$ cat src/rtl/hazard_scoreboard.sv
// ---------------------------------------------------------------------------
// hazard_scoreboard
//
// Hazard unit for the pipelined core. It owns the destination-tag pipeline
// (E/M/W) rather than taking it from the controller, and from those tags it
// produces forwarding selects, load-use and PC-write stalls/flushes, and
// multi-cycle data-memory stalls.
//
// Parameters
//   AW       register-address width (2**AW architectural registers)
//   PC_REG   index of the PC register; never forwarded, never a load-use hazard
//   MEM_LAT  data-memory latency in cycles (>=1); 1 = single-cycle M stage
//   CW       width of the optional performance counters
//
// Ports
//   clk, reset            rising-edge clock, asynchronous active-high reset
//   ra1d, ra2d, wa3d      D-stage source/destination register addresses
//   regwrited             D-stage instruction writes a register
//   memtoregd             D-stage instruction is a load
//   pcsrcd                D-stage instruction writes PC
//   branchtakene          branch resolved taken in E
//   forwardae, forwardbe  operand select: 00 regfile, 10 from M, 01 from W
//   stallf, stalld        hold fetch PC / hold F/D register
//   memstall              hold D/E and E/M registers; W receives a bubble
//   flushd, flushe        clear F/D / clear D/E register
//   wa3m, wa3w            M/W destination tags
//   regwritew, pcsrcw     W-stage register write enable / PC write
//   stall_cnt, flush_cnt  stall and flush cycle counters (saturating)
//
// Build option
//   HAZARD_PERF_CNT_EN    when defined, stall_cnt/flush_cnt count cycles with
//                         stallf=1 and with flushd|flushe=1 respectively.
//                         When undefined both are tied to 0 and no counter
//                         flops exist.
// ---------------------------------------------------------------------------
module hazard_scoreboard #(
    parameter int AW      = 4,
    parameter int PC_REG  = 15,
    parameter int MEM_LAT = 1,
    parameter int CW      = 32
) (
    input  logic          clk,
    input  logic          reset,
    input  logic [AW-1:0] ra1d,
    input  logic [AW-1:0] ra2d,
    input  logic [AW-1:0] wa3d,
    input  logic          regwrited,
    input  logic          memtoregd,
    input  logic          pcsrcd,
    input  logic          branchtakene,
    output logic [1:0]    forwardae,
    output logic [1:0]    forwardbe,
    output logic          stallf,
    output logic          stalld,
    output logic          memstall,
    output logic          flushd,
    output logic          flushe,
    output logic [AW-1:0] wa3m,
    output logic [AW-1:0] wa3w,
    output logic          regwritew,
    output logic          pcsrcw,
    output logic [CW-1:0] stall_cnt,
    output logic [CW-1:0] flush_cnt
);

    localparam logic [AW-1:0] PC_ADDR = AW'(PC_REG);

    // Counter wide enough to hold MEM_LAT-1; a single bit when unused.
    localparam int CNTW = (MEM_LAT > 1) ? $clog2(MEM_LAT) : 1;

    // -----------------------------------------------------------------------
    // Tag pipeline state
    // -----------------------------------------------------------------------
    // The load flag is only needed while the instruction sits in E: it
    // drives the load-use check and starts the memory-latency counter as
    // the load moves into M. Later stages therefore do not carry it.
    logic [AW-1:0] ra1e, ra2e, wa3e;
    logic          regwritee, memtorege, pcsrce;
    logic          regwritem, pcsrcm;

    logic [CNTW-1:0] mem_cnt;

    logic ldrstall;
    logic pcwrpend;

    // -----------------------------------------------------------------------
    // Data-memory latency counter
    // -----------------------------------------------------------------------
    generate
        if (MEM_LAT > 1) begin : g_mem_cnt
            // A load moves from E into M on any non-stalled cycle (normal
            // advance or flushe, since only E itself is cleared by flushe),
            // so the counter starts whenever it is idle and E holds a load.
            // NOTE: state updates use non-blocking assignments so every flop
            // samples the pre-edge values, independent of statement order.
            always_ff @(posedge clk or posedge reset) begin
                if (reset) begin
                    mem_cnt <= '0;
                end else if (mem_cnt != '0) begin
                    mem_cnt <= mem_cnt - CNTW'(1);
                end else if (memtorege) begin
                    mem_cnt <= CNTW'(MEM_LAT - 1);
                end
            end
        end else begin : g_no_mem_cnt
            assign mem_cnt = '0;
        end
    endgenerate

    assign memstall = (mem_cnt != '0);

    // -----------------------------------------------------------------------
    // Stage advance: memstall > flushe > normal
    // -----------------------------------------------------------------------
    always_ff @(posedge clk or posedge reset) begin
        if (reset) begin
            ra1e      <= '0;
            ra2e      <= '0;
            wa3e      <= '0;
            regwritee <= 1'b0;
            memtorege <= 1'b0;
            pcsrce    <= 1'b0;
            wa3m      <= '0;
            regwritem <= 1'b0;
            pcsrcm    <= 1'b0;
            wa3w      <= '0;
            regwritew <= 1'b0;
            pcsrcw    <= 1'b0;
        end else if (memstall) begin
            // E and M hold while the memory access completes; W gets a bubble
            // so the instruction ahead of the load is not written twice.
            wa3w      <= '0;
            regwritew <= 1'b0;
            pcsrcw    <= 1'b0;
        end else begin
            wa3w      <= wa3m;
            regwritew <= regwritem;
            pcsrcw    <= pcsrcm;
            wa3m      <= wa3e;
            regwritem <= regwritee;
            pcsrcm    <= pcsrce;
            if (flushe) begin
                ra1e      <= '0;
                ra2e      <= '0;
                wa3e      <= '0;
                regwritee <= 1'b0;
                memtorege <= 1'b0;
                pcsrce    <= 1'b0;
            end else begin
                ra1e      <= ra1d;
                ra2e      <= ra2d;
                wa3e      <= wa3d;
                regwritee <= regwrited;
                memtorege <= memtoregd;
                pcsrce    <= pcsrcd;
            end
        end
    end

    // -----------------------------------------------------------------------
    // Forwarding: M has the newer value, so it wins over W. The PC register
    // is read through its own path and is never forwarded.
    // -----------------------------------------------------------------------
    always_comb begin
        // NOTE: every output of a combinational block gets a default first so
        // no path leaves it unassigned, which would infer a latch.
        forwardae = 2'b00;
        forwardbe = 2'b00;
        if (regwritem && (wa3m == ra1e) && (ra1e != PC_ADDR)) begin
            forwardae = 2'b10;
        end else if (regwritew && (wa3w == ra1e) && (ra1e != PC_ADDR)) begin
            forwardae = 2'b01;
        end
        if (regwritem && (wa3m == ra2e) && (ra2e != PC_ADDR)) begin
            forwardbe = 2'b10;
        end else if (regwritew && (wa3w == ra2e) && (ra2e != PC_ADDR)) begin
            forwardbe = 2'b01;
        end
    end

    // -----------------------------------------------------------------------
    // Stalls and flushes
    // -----------------------------------------------------------------------
    assign ldrstall = memtorege && regwritee && (wa3e != PC_ADDR) &&
                      ((wa3e == ra1d) || (wa3e == ra2d));

    // Any PC write still in flight before W makes the fetched stream stale.
    assign pcwrpend = pcsrcd | pcsrce | pcsrcm;

    assign stallf = ldrstall | pcwrpend | memstall;
    assign stalld = ldrstall | memstall;

    // Flushes are suppressed during memstall; the controller keeps
    // branchtakene asserted, so the flush lands on the first free cycle.
    assign flushd = (pcwrpend | pcsrcw | branchtakene) & ~memstall;
    assign flushe = (ldrstall | branchtakene) & ~memstall;

    // -----------------------------------------------------------------------
    // Performance counters
    // -----------------------------------------------------------------------
`ifdef HAZARD_PERF_CNT_EN
    localparam logic [CW-1:0] CNT_MAX = '1;

    always_ff @(posedge clk or posedge reset) begin
        if (reset) begin
            stall_cnt <= '0;
            flush_cnt <= '0;
        end else begin
            if (stallf && (stall_cnt != CNT_MAX)) begin
                stall_cnt <= stall_cnt + CW'(1);
            end
            if ((flushd || flushe) && (flush_cnt != CNT_MAX)) begin
                flush_cnt <= flush_cnt + CW'(1);
            end
        end
    end
`else
    assign stall_cnt = '0;
    assign flush_cnt = '0;
`endif

endmodule

$ cat config.mk
export PLATFORM = sky130hd
export DESIGN_NAME = hazard_scoreboard
export DESIGN_NICKNAME = d
export VERILOG_FILES = /design/src/rtl/hazard_scoreboard.sv
export SDC_FILE = /design/constraint.sdc
export NUM_CORES = 1
export LEC_CHECK = 0
export ABC_AREA = 0
export BUFFER_PORTS_ARGS = -buffer_cell sky130_fd_sc_hd__buf_2
export CAP_MARGIN = 0
export CORE_MARGIN = 2
export CORE_UTILIZATION = 39
export CTS_CLUSTER_SIZE = 24
export DETAILED_ROUTE_END_ITERATION = 8
export GPL_ROUTABILITY_DRIVEN = 0
export PLACE_DENSITY = 0.82
export SETUP_SLACK_MARGIN = 0.2
export SLEW_MARGIN = 20
export SYNTH_ARGS = -nofsm -noshare
export SYNTH_HDL_FRONTEND = slang
export SYNTH_SLANG_ARGS = --single-unit
$ cat constraint.sdc
create_clock -name clk -period 1.4 [get_ports clk]
set_clock_uncertainty 0.15 [all_clocks]
set_input_delay 0.28 -clock clk [delete_from_list [all_inputs] [get_ports clk]]
set_output_delay 0.28 -clock clk [all_outputs]
set_load 0.02 [all_outputs]
# Yosys cells after proc, flatten, opt, wreduce, memory -nomap -nowiden
# Cells that the tools add are included.
[op_classes]
addsub = 0
multipliers = 0
div_mod_pow = 0
order_cmp = 0
eq_ne = 9
n_shift = 0
n_mux = 10
bitwise_logic = 6
reduce_logical = 12
[ops]
columns = ["cell", "count"]
rows = [
  ["equality test 4 bit", 6],
  ["two-way mux 4 bit", 3],
  ["inequality test 4 bit (second input constant)", 3],
  ["logical AND 1 bit", 11],
  ["OR 1 bit", 6],
  ["two-way mux 1 bit", 5],
  ["two-way mux 2 bit", 2],
  ["logical OR 1 bit", 1],
]
[totals]
register_bits = 27
latch_bits = 0
mem_bits_rw = 0
rom_bits = 0
in_bits = 18
wordCells = 49
mem_count = 0

# Depth between registers and ports, before layout
# Gate-level depths: netlist of the first run.
[logic_depth]
word_depth = 5
depth_mapped = 5
depth_no_buf = 4

# Worst setup path before layout of the first run
# OpenSTA, ideal clock, no wires.
[synth_path]
kind = "register -> output"
from = "reg wa3m[1]"
to = "out forwardbe[0]"
arrival_time_ps = 1764
path_slack_ps = -794
path_stages_with_launch = 5
cell_sequence = "dfrtp_1 xnor2_1 nand4_1 a211oi_1 a2111oi_1"
[synth_between]
elab_chain_len = 4
[synth_lines]
columns = ["item", "line_no", "rtl"]
rows = [
  ["start: declaration", "58", "output logic [AW-1:0] wa3m,"],
  ["start signal: assignment", "139", "wa3m <= wa3e;"],
  ["equality test 4 bit", "174", "if (regwritem && (wa3m == ra2e) && (ra2e != PC_ADDR)) begin"],
  ["logical AND 1 bit (2 in series)", "174", ""],
  ["two-way mux 2 bit", "174", ""],
  ["end: declaration", "52", "output logic [1:0] forwardbe,"],
]
# No other way between the ends.

# Worst setup path in the final report of the first run
[layout_path]
from = "reg ra2e[1]"
to = "out forwardbe[0]"
[layout_between]
elab_chain_len = 5
word_cells_on_any_way = 9
cone_classes = "eq/ne: 3; mux: 2; reduce/logical: 4"
[layout_lines]
columns = ["item", "line_no", "rtl"]
rows = [
  ["start: declaration", "77", "logic [AW-1:0] ra1e, ra2e, wa3e;"],
  ["start signal: assignment", "151", "ra2e <= ra2d;"],
  ["equality test 4 bit", "176", "end else if (regwritew && (wa3w == ra2e) && (ra2e != PC_ADDR)) begin"],
  ["logical AND 1 bit (2 in series)", "176", ""],
  ["two-way mux 1 bit", "176", ""],
  ["two-way mux 2 bit (*)", "174", ""],
]
# Mark *: on every way between the ends. The rest lies on a longest branch, timed or not.

==> metrics, run 1 <==
total clock sinks 27; area grow syn2layout 30.8%; CP Max Fanout 3; H-tree levels 1; IO Port Bufs 35; Area contributors post-synth dfrtp_1 41%, buf_4 30%, xnor2_1 11%; Critical Path End Type primary output; Pwr Total 0.00179 W; DRC 0; die area 4770 um2; clock latency on the worst-skew pair 270 ps; Syn Inst Count 158; Seq cells post-synth 27; Worst EP required 970 ps; Post-synth top flop dfrtp_1; Routed Antenna Nets 0; cell taking the most area after synthesis dfrtp_1; result of the run complete, but fails checks; Synth Area per Inst 10.4 um2; Final Hold Viols 0; Routed WL 2830 um; YS warnings 0; Synth top area share 40.9%; dpl cells 253; Post-synth EDFFs 0; P per Cell Area 830 nW/um2; min cycle time layout 2050 ps; post-route non-filler standard cell count 265; startpoint types register; Initial Util 41.0%; hpwl dp 2230 um; final worst setup slack -647 ps; CTS Buf Count 3; list of most frequent post-synthesis cells 65 x buf_4, 27 x dfrtp_1, 20 x xnor2_1, 15 x nor3b_1, 7 x nand4_1; Leak 1.03 nW; Worst-path clk slew 80 ps; cell internal pwr 0.00121 W; Worst EP arrival 1620 ps; maximum capacitance violations 0; first-pass GRT wire length 4460 um; row cnt 23; fillers 357; vias in the first global route 960; metal1 wirelength 1090 um; Reg power frac 48.8%; wire length on met3 190 um; most common cell in the netlist buf_4; share of cells above drive strength 1 43.3%; Ant. Diodes 0; Peak VDD IR 910 uV; Tot GR Track Use 11.3%; RSZ-0062 raised after global routing yes; vias 1070; Core ar. 4030 um2; Place WS -369 ps; global route overflow 0; switching power 0.000584 W; register area 684 um2; nets 234; Hold Slack 93.2 ps; top layer in use met4; initial antenna violation count 0; clock tree buffer depth 2; post-synthesis cell area 1650 um2; count of different cell masters after synthesis 20; Multi-input gate area 883 um2; switch share 32.6%; CTS Root Cell clkbuf_8; Tcrit/Tclk final 146%; asr flop ratio synth 100%; number of iterations in the first detailed-routing pass 4; die height 69.1 um; Ports 101; combinational power share 27.3%; Setup Viol. Count Final 26; clock share of power 24.0%; metal2 WL 1530 um; Slew Limit Fails 0; largest net degree at the start of global routing 28; fin util 53.6%; via/cell ratio 4.04; Worst Hold Class in -> reg; TritonCTS clock tree built; critical path type reg -> out; FMAX 489 MHz; 1st-iter DRT viols 13; width of the die 69.1 um; Routed WL per cell 10.7 um; register area share after synthesis 40.9%; failing checks setup timing
==> sequential cells by signal, summed over array words and instances (netlist names) <==
name and count:
regwritee 1, wa3m 4, regwritew 1, wa3w 4
pcsrcm 1, memtorege 1, pcsrce 1, regwritem 1
pcsrcw 1, ra2e 4, wa3e 4, ra1e 4
==> final cells by class <==
type                       count  area share (%)
clock inverter                 1           0.232
inverter                       1           0.174
tap                           50            2.90
sequential                    27            31.7
timing repair buffer          57            22.1
clock buffer                   3            1.91
multi-input combinational    126            40.9
==> metrics by stage <==
step / cell area, um2 / TNS, ps
2_1_floorplan: 2060 / -2000
3_3_place_gp: 1870 / -4810
3_5_place_dp: 1870 / -5280
4_1_cts: 2100 / -7400
5_1_grt: 2160 / -9720
6_report: 2160 / -7740
==> worst max-delay path: stages (launching register included) <==
cell and delay (ps):
dfrtp_1 430, xnor2_2 180, nand4_1 180, a211oi_4 300, a2111oi_4 80, buf_4 170
==> layer usage <==
| metal | track usage [%] | vias to the layer above |
|---|---|---|
| met4 | 2.61 | 0 |
| met1 | 14.1 | 505 |
| met2 | 21.0 | 62 |
| met3 | 1.02 | 2 |
| li1 | - | 501 |
| met5 | 0 | - |
==> path summary, 6_finish.rpt <==
path | start | endpoint | slack (ps) | cells after the start
max | ra2e[1]$_DFF_PP0_ | forwardbe[0] | -650 | 5
min | branchtakene | pcsrce$_DFF_PP0_ | 90 | 2
max reg2reg | wa3e[3]$_DFF_PP0_ | wa3e[3]$_DFF_PP0_ | -250 | 6
min reg2reg | regwritee$_DFF_PP0_ | regwritem$_DFF_PP0_ | 250 | 0
max in group asynchronous | reset | wa3w[2]$_DFF_PP0_ | 390 | 4
min in group asynchronous | reset | regwritew$_DFF_PP0_ | 450 | 4
==> cells in the final DEF, fill, tap and decap left out, drive strengths merged, types with 2 or more instances in the layout <==
cell     instances
nor3b           15
dfrtp           27
conb            65
nand2            3
clkbuf           3
a211oi           2
a2111oi          2
nand4            7
buf             56
nor2b            4
nand3            3
xnor2           20
==> cell families (layout without fill, tap and decap cells) <==
kind of cell              Yosys count  in the layout  synth area share, %
buffers and inverters              69             62                 30.9
other                               1             65                0.227
xor gates and xnor gates           20             20                 10.6
DFF                                27             27                 40.9
and+or+nand+nor                    36             36                 13.9
AOI/OAI and AO/OA                   5              5                 3.41
==> timing repair <==
item / CTS / global route
resized for setup: 42 / 8
endpoints found under the hold margin: 27 / 0
endpoints found under the setup margin: 33 / 33
hold buffers: 1 / 0
buffers inserted: 5 / 2
pin swaps: 18 / 7
==> power by group through the flow <==
stage          combinational [W]  sequential (W)  clock (W)
3_3_place_gp            0.000417        0.000880          0
2_1_floorplan           0.000450        0.000897          0
5_1_grt                 0.000521        0.000882   0.000472
3_5_place_dp            0.000423        0.000882          0
6_report                0.000489        0.000874   0.000429
4_1_cts                 0.000474        0.000870   0.000442
Power figures use the tool's default switching activity.
==> run 2, diff against run 1 <==
--- a/config.mk
+++ b/config.mk
@@ -9,13 +9,13 @@
 export BUFFER_PORTS_ARGS = -buffer_cell sky130_fd_sc_hd__buf_2
 export CAP_MARGIN = 0
 export CORE_MARGIN = 2
-export CORE_UTILIZATION = 39
+export CORE_UTILIZATION = 43
 export CTS_CLUSTER_SIZE = 24
 export DETAILED_ROUTE_END_ITERATION = 8
 export GPL_ROUTABILITY_DRIVEN = 0
-export PLACE_DENSITY = 0.82
+export PLACE_DENSITY = 0.85
 export SETUP_SLACK_MARGIN = 0.2
-export SLEW_MARGIN = 20
+export SLEW_MARGIN = 10
 export SYNTH_ARGS = -nofsm -noshare
 export SYNTH_HDL_FRONTEND = slang
 export SYNTH_SLANG_ARGS = --single-unit
==> constraint.sdc (replaced) <==
create_clock -name clk -period 2.03 [get_ports clk]
set_clock_uncertainty 0.15 [all_clocks]
set_input_delay 0.203 -clock clk [delete_from_list [all_inputs] [get_ports clk]]
set_output_delay 0.203 -clock clk [all_outputs]
set_load 0.02 [all_outputs]
==> run 2 against run 1 <==
Compared with the run above:
- the flow now finishes without violations
- via count shrank 0.84%
- combinational power shrank 44%
- first-iteration DRC count grew 77%
- largest power group unchanged
==> metrics, run 2 (synthesized netlist as in run 1, its figures left out) <==
Crit-path slowest cell dfrtp_2; critical path type reg -> out; Place WS 273 ps (+641 ps); fin util 49.0% (-4.6 points); Routed WL per cell 11.0 um (+3.0%); clock tree buffer depth 2 (unchanged); CTS Root Cell clkbuf_8; CP Max Fanout 5 (+2); Critical Path End Type primary output; vias in the first global route 951 (-0.94%); Tcrit/Tclk final 94.6%; result of the run completed; hpwl dp 2190 um (-1.9%); Tot GR Track Use 12.5% (+1.2 points); Final Hold Viols 0 (unchanged); number of iterations in the first detailed-routing pass 4 (unchanged); max incr delay on CP 470 ps (+40 ps); largest net degree at the start of global routing 28 (unchanged); Setup TNS 0 ps (+7740 ps); flop2flop setup slack 260 ps (+510 ps); placed cell area 1650 um2 (-12%); H-tree levels 1 (unchanged); Worst Hold Class in -> reg; clock latency on the worst-skew pair 260 ps (about the same); TritonCTS clock tree built; Worst EP arrival 1570 ps (-50 ps); Slew Limit Fails 0 (unchanged); nets 223 (-4.7%); final worst setup slack 109 ps (+755 ps); crit path to stallf; CTS Buf Count 3 (unchanged); 1st-iter DRT viols 23 (+10); Ant. Diodes 0 (unchanged); area grow syn2layout 9.55%; row cnt 22 (-4.3%); final instance area 1810 um2 (-16%); share of cells above drive strength 1 28.9% (-14 points); Worst R2R End ra1e[3]$_DFF_PP0_; min cycle time layout 1920 ps; RSZ-0062 raised after global routing yes; global route overflow 0 (unchanged); Routed Antenna Nets 0 (unchanged); most common cell after layout, fill and taps aside conb_1; Setup Viol. Count Final 0 (-100%); Leak 0.900 nW (-13%); DRC 0 (unchanged); width of the die 66.0 um (-4.5%); via/cell ratio 4.21 (+4.3%); Ports 101 (unchanged); Core ar. 3690 um2 (-8.4%); startpoint types register; hold path start wa3d[0]; first-pass GRT wire length 4130 um (-7.3%); initial antenna violation count 0 (unchanged); P per Cell Area 642 nW/um2 (-23%); die area 4350 um2 (-8.8%); Initial Util 44.7% (+3.8 points); IO Port Bufs 35 (unchanged); R2R cell count 7 (+1); total clock sinks 27 (unchanged); Hold Slack 30.1 ps (-63.1 ps); maximum capacitance violations 0 (unchanged); Worst setup startpoint wa3e[0]$_DFF_PP0_; CP Cell Sequence xnor2_2 > nand4_1 > a21oi_4 > nand2b_1 > buf_4; vias 1061 (-0.84%); FMAX 520 MHz; die height 66.0 um (-4.5%); worst r2r src wa3e[0]$_DFF_PP0_; Worst EP required 1680 ps (+710 ps); Routed WL 2780 um (-2.0%); commonest non-fill, non-tap cells in the layout 65 x conb_1, 29 x buf_2, 24 x dfrtp_1; Worst-path clk slew 80 ps (about the same); Peak VDD IR 488 uV (-46%)
-- run 2: critical path, delay by kind of cell, from the launching register on --
kind / cells / cell delay (ps)
compound gates: 1 / 250
xor+xnor: 1 / 170
buf+inv: 1 / 140
flops: 1 / 470
simple gates: 2 / 280
-- run 2: cell type report --
| class | count | area, um2 |
|---|---|---|
| clock buffers | 4 | 45.0 |
| fillers | 356 | 1880 |
| inverters | 1 | 3.75 |
| multi-input cells | 126 | 737 |
| flip-flops and latches | 27 | 679 |
| well taps | 48 | 60.1 |
| repair buffers | 46 | 283 |
-- run 2: repair_timing --
action | 4_1_cts | 5_1_grt
gates cloned | 0 | 0
buffers inserted | 5 | 3
pin swaps | 12 | 9
hold endpoints to repair | 27 | 0
hold buffers | 1 | 0
setup endpoints to repair | 7 | 7
resized for setup | 3 | 11
-- run 2: power breakdown --
part           internal [W]  leakage [nW]  switching (W)
registers          0.000566         0.344      0.0000319
logic             0.0000833         0.533       0.000189
clock network      0.000140        0.0228       0.000150
-- run 2: how the worst min path moves through the flow --
stage / to / slack [ps] / cells past startpoint
2_1_floorplan: memtorege$_DFF_PP0_ / 110 / 1
3_3_place_gp: wa3w[3]$_DFF_PP0_ / 120 / 3
3_5_place_dp: ra1e[3]$_DFF_PP0_ / 120 / 3
4_1_cts: wa3e[0]$_DFF_PP0_ / 30 / 2
6_report: wa3e[0]$_DFF_PP0_ / 30 / 2
5_1_grt: wa3e[2]$_DFF_PP0_ / 40 / 2
-- run 2: per-stage QoR --
step	power, W	std cells
4_1_cts	0.00116	249
3_5_place_dp	0.000860	239
2_1_floorplan	0.000900	222
5_1_grt	0.00123	252
6_report	0.00116	252
3_3_place_gp	0.000854	239
-- run 2: metal layers --
metal	GRT usage [%]	part of all wire, %	up-vias
met3	2.56	10	4
met1	13.9	35	494
met4	3.83	1.4	0
met2	23.7	53	83
met5	0	0	-
li1	-	-	480
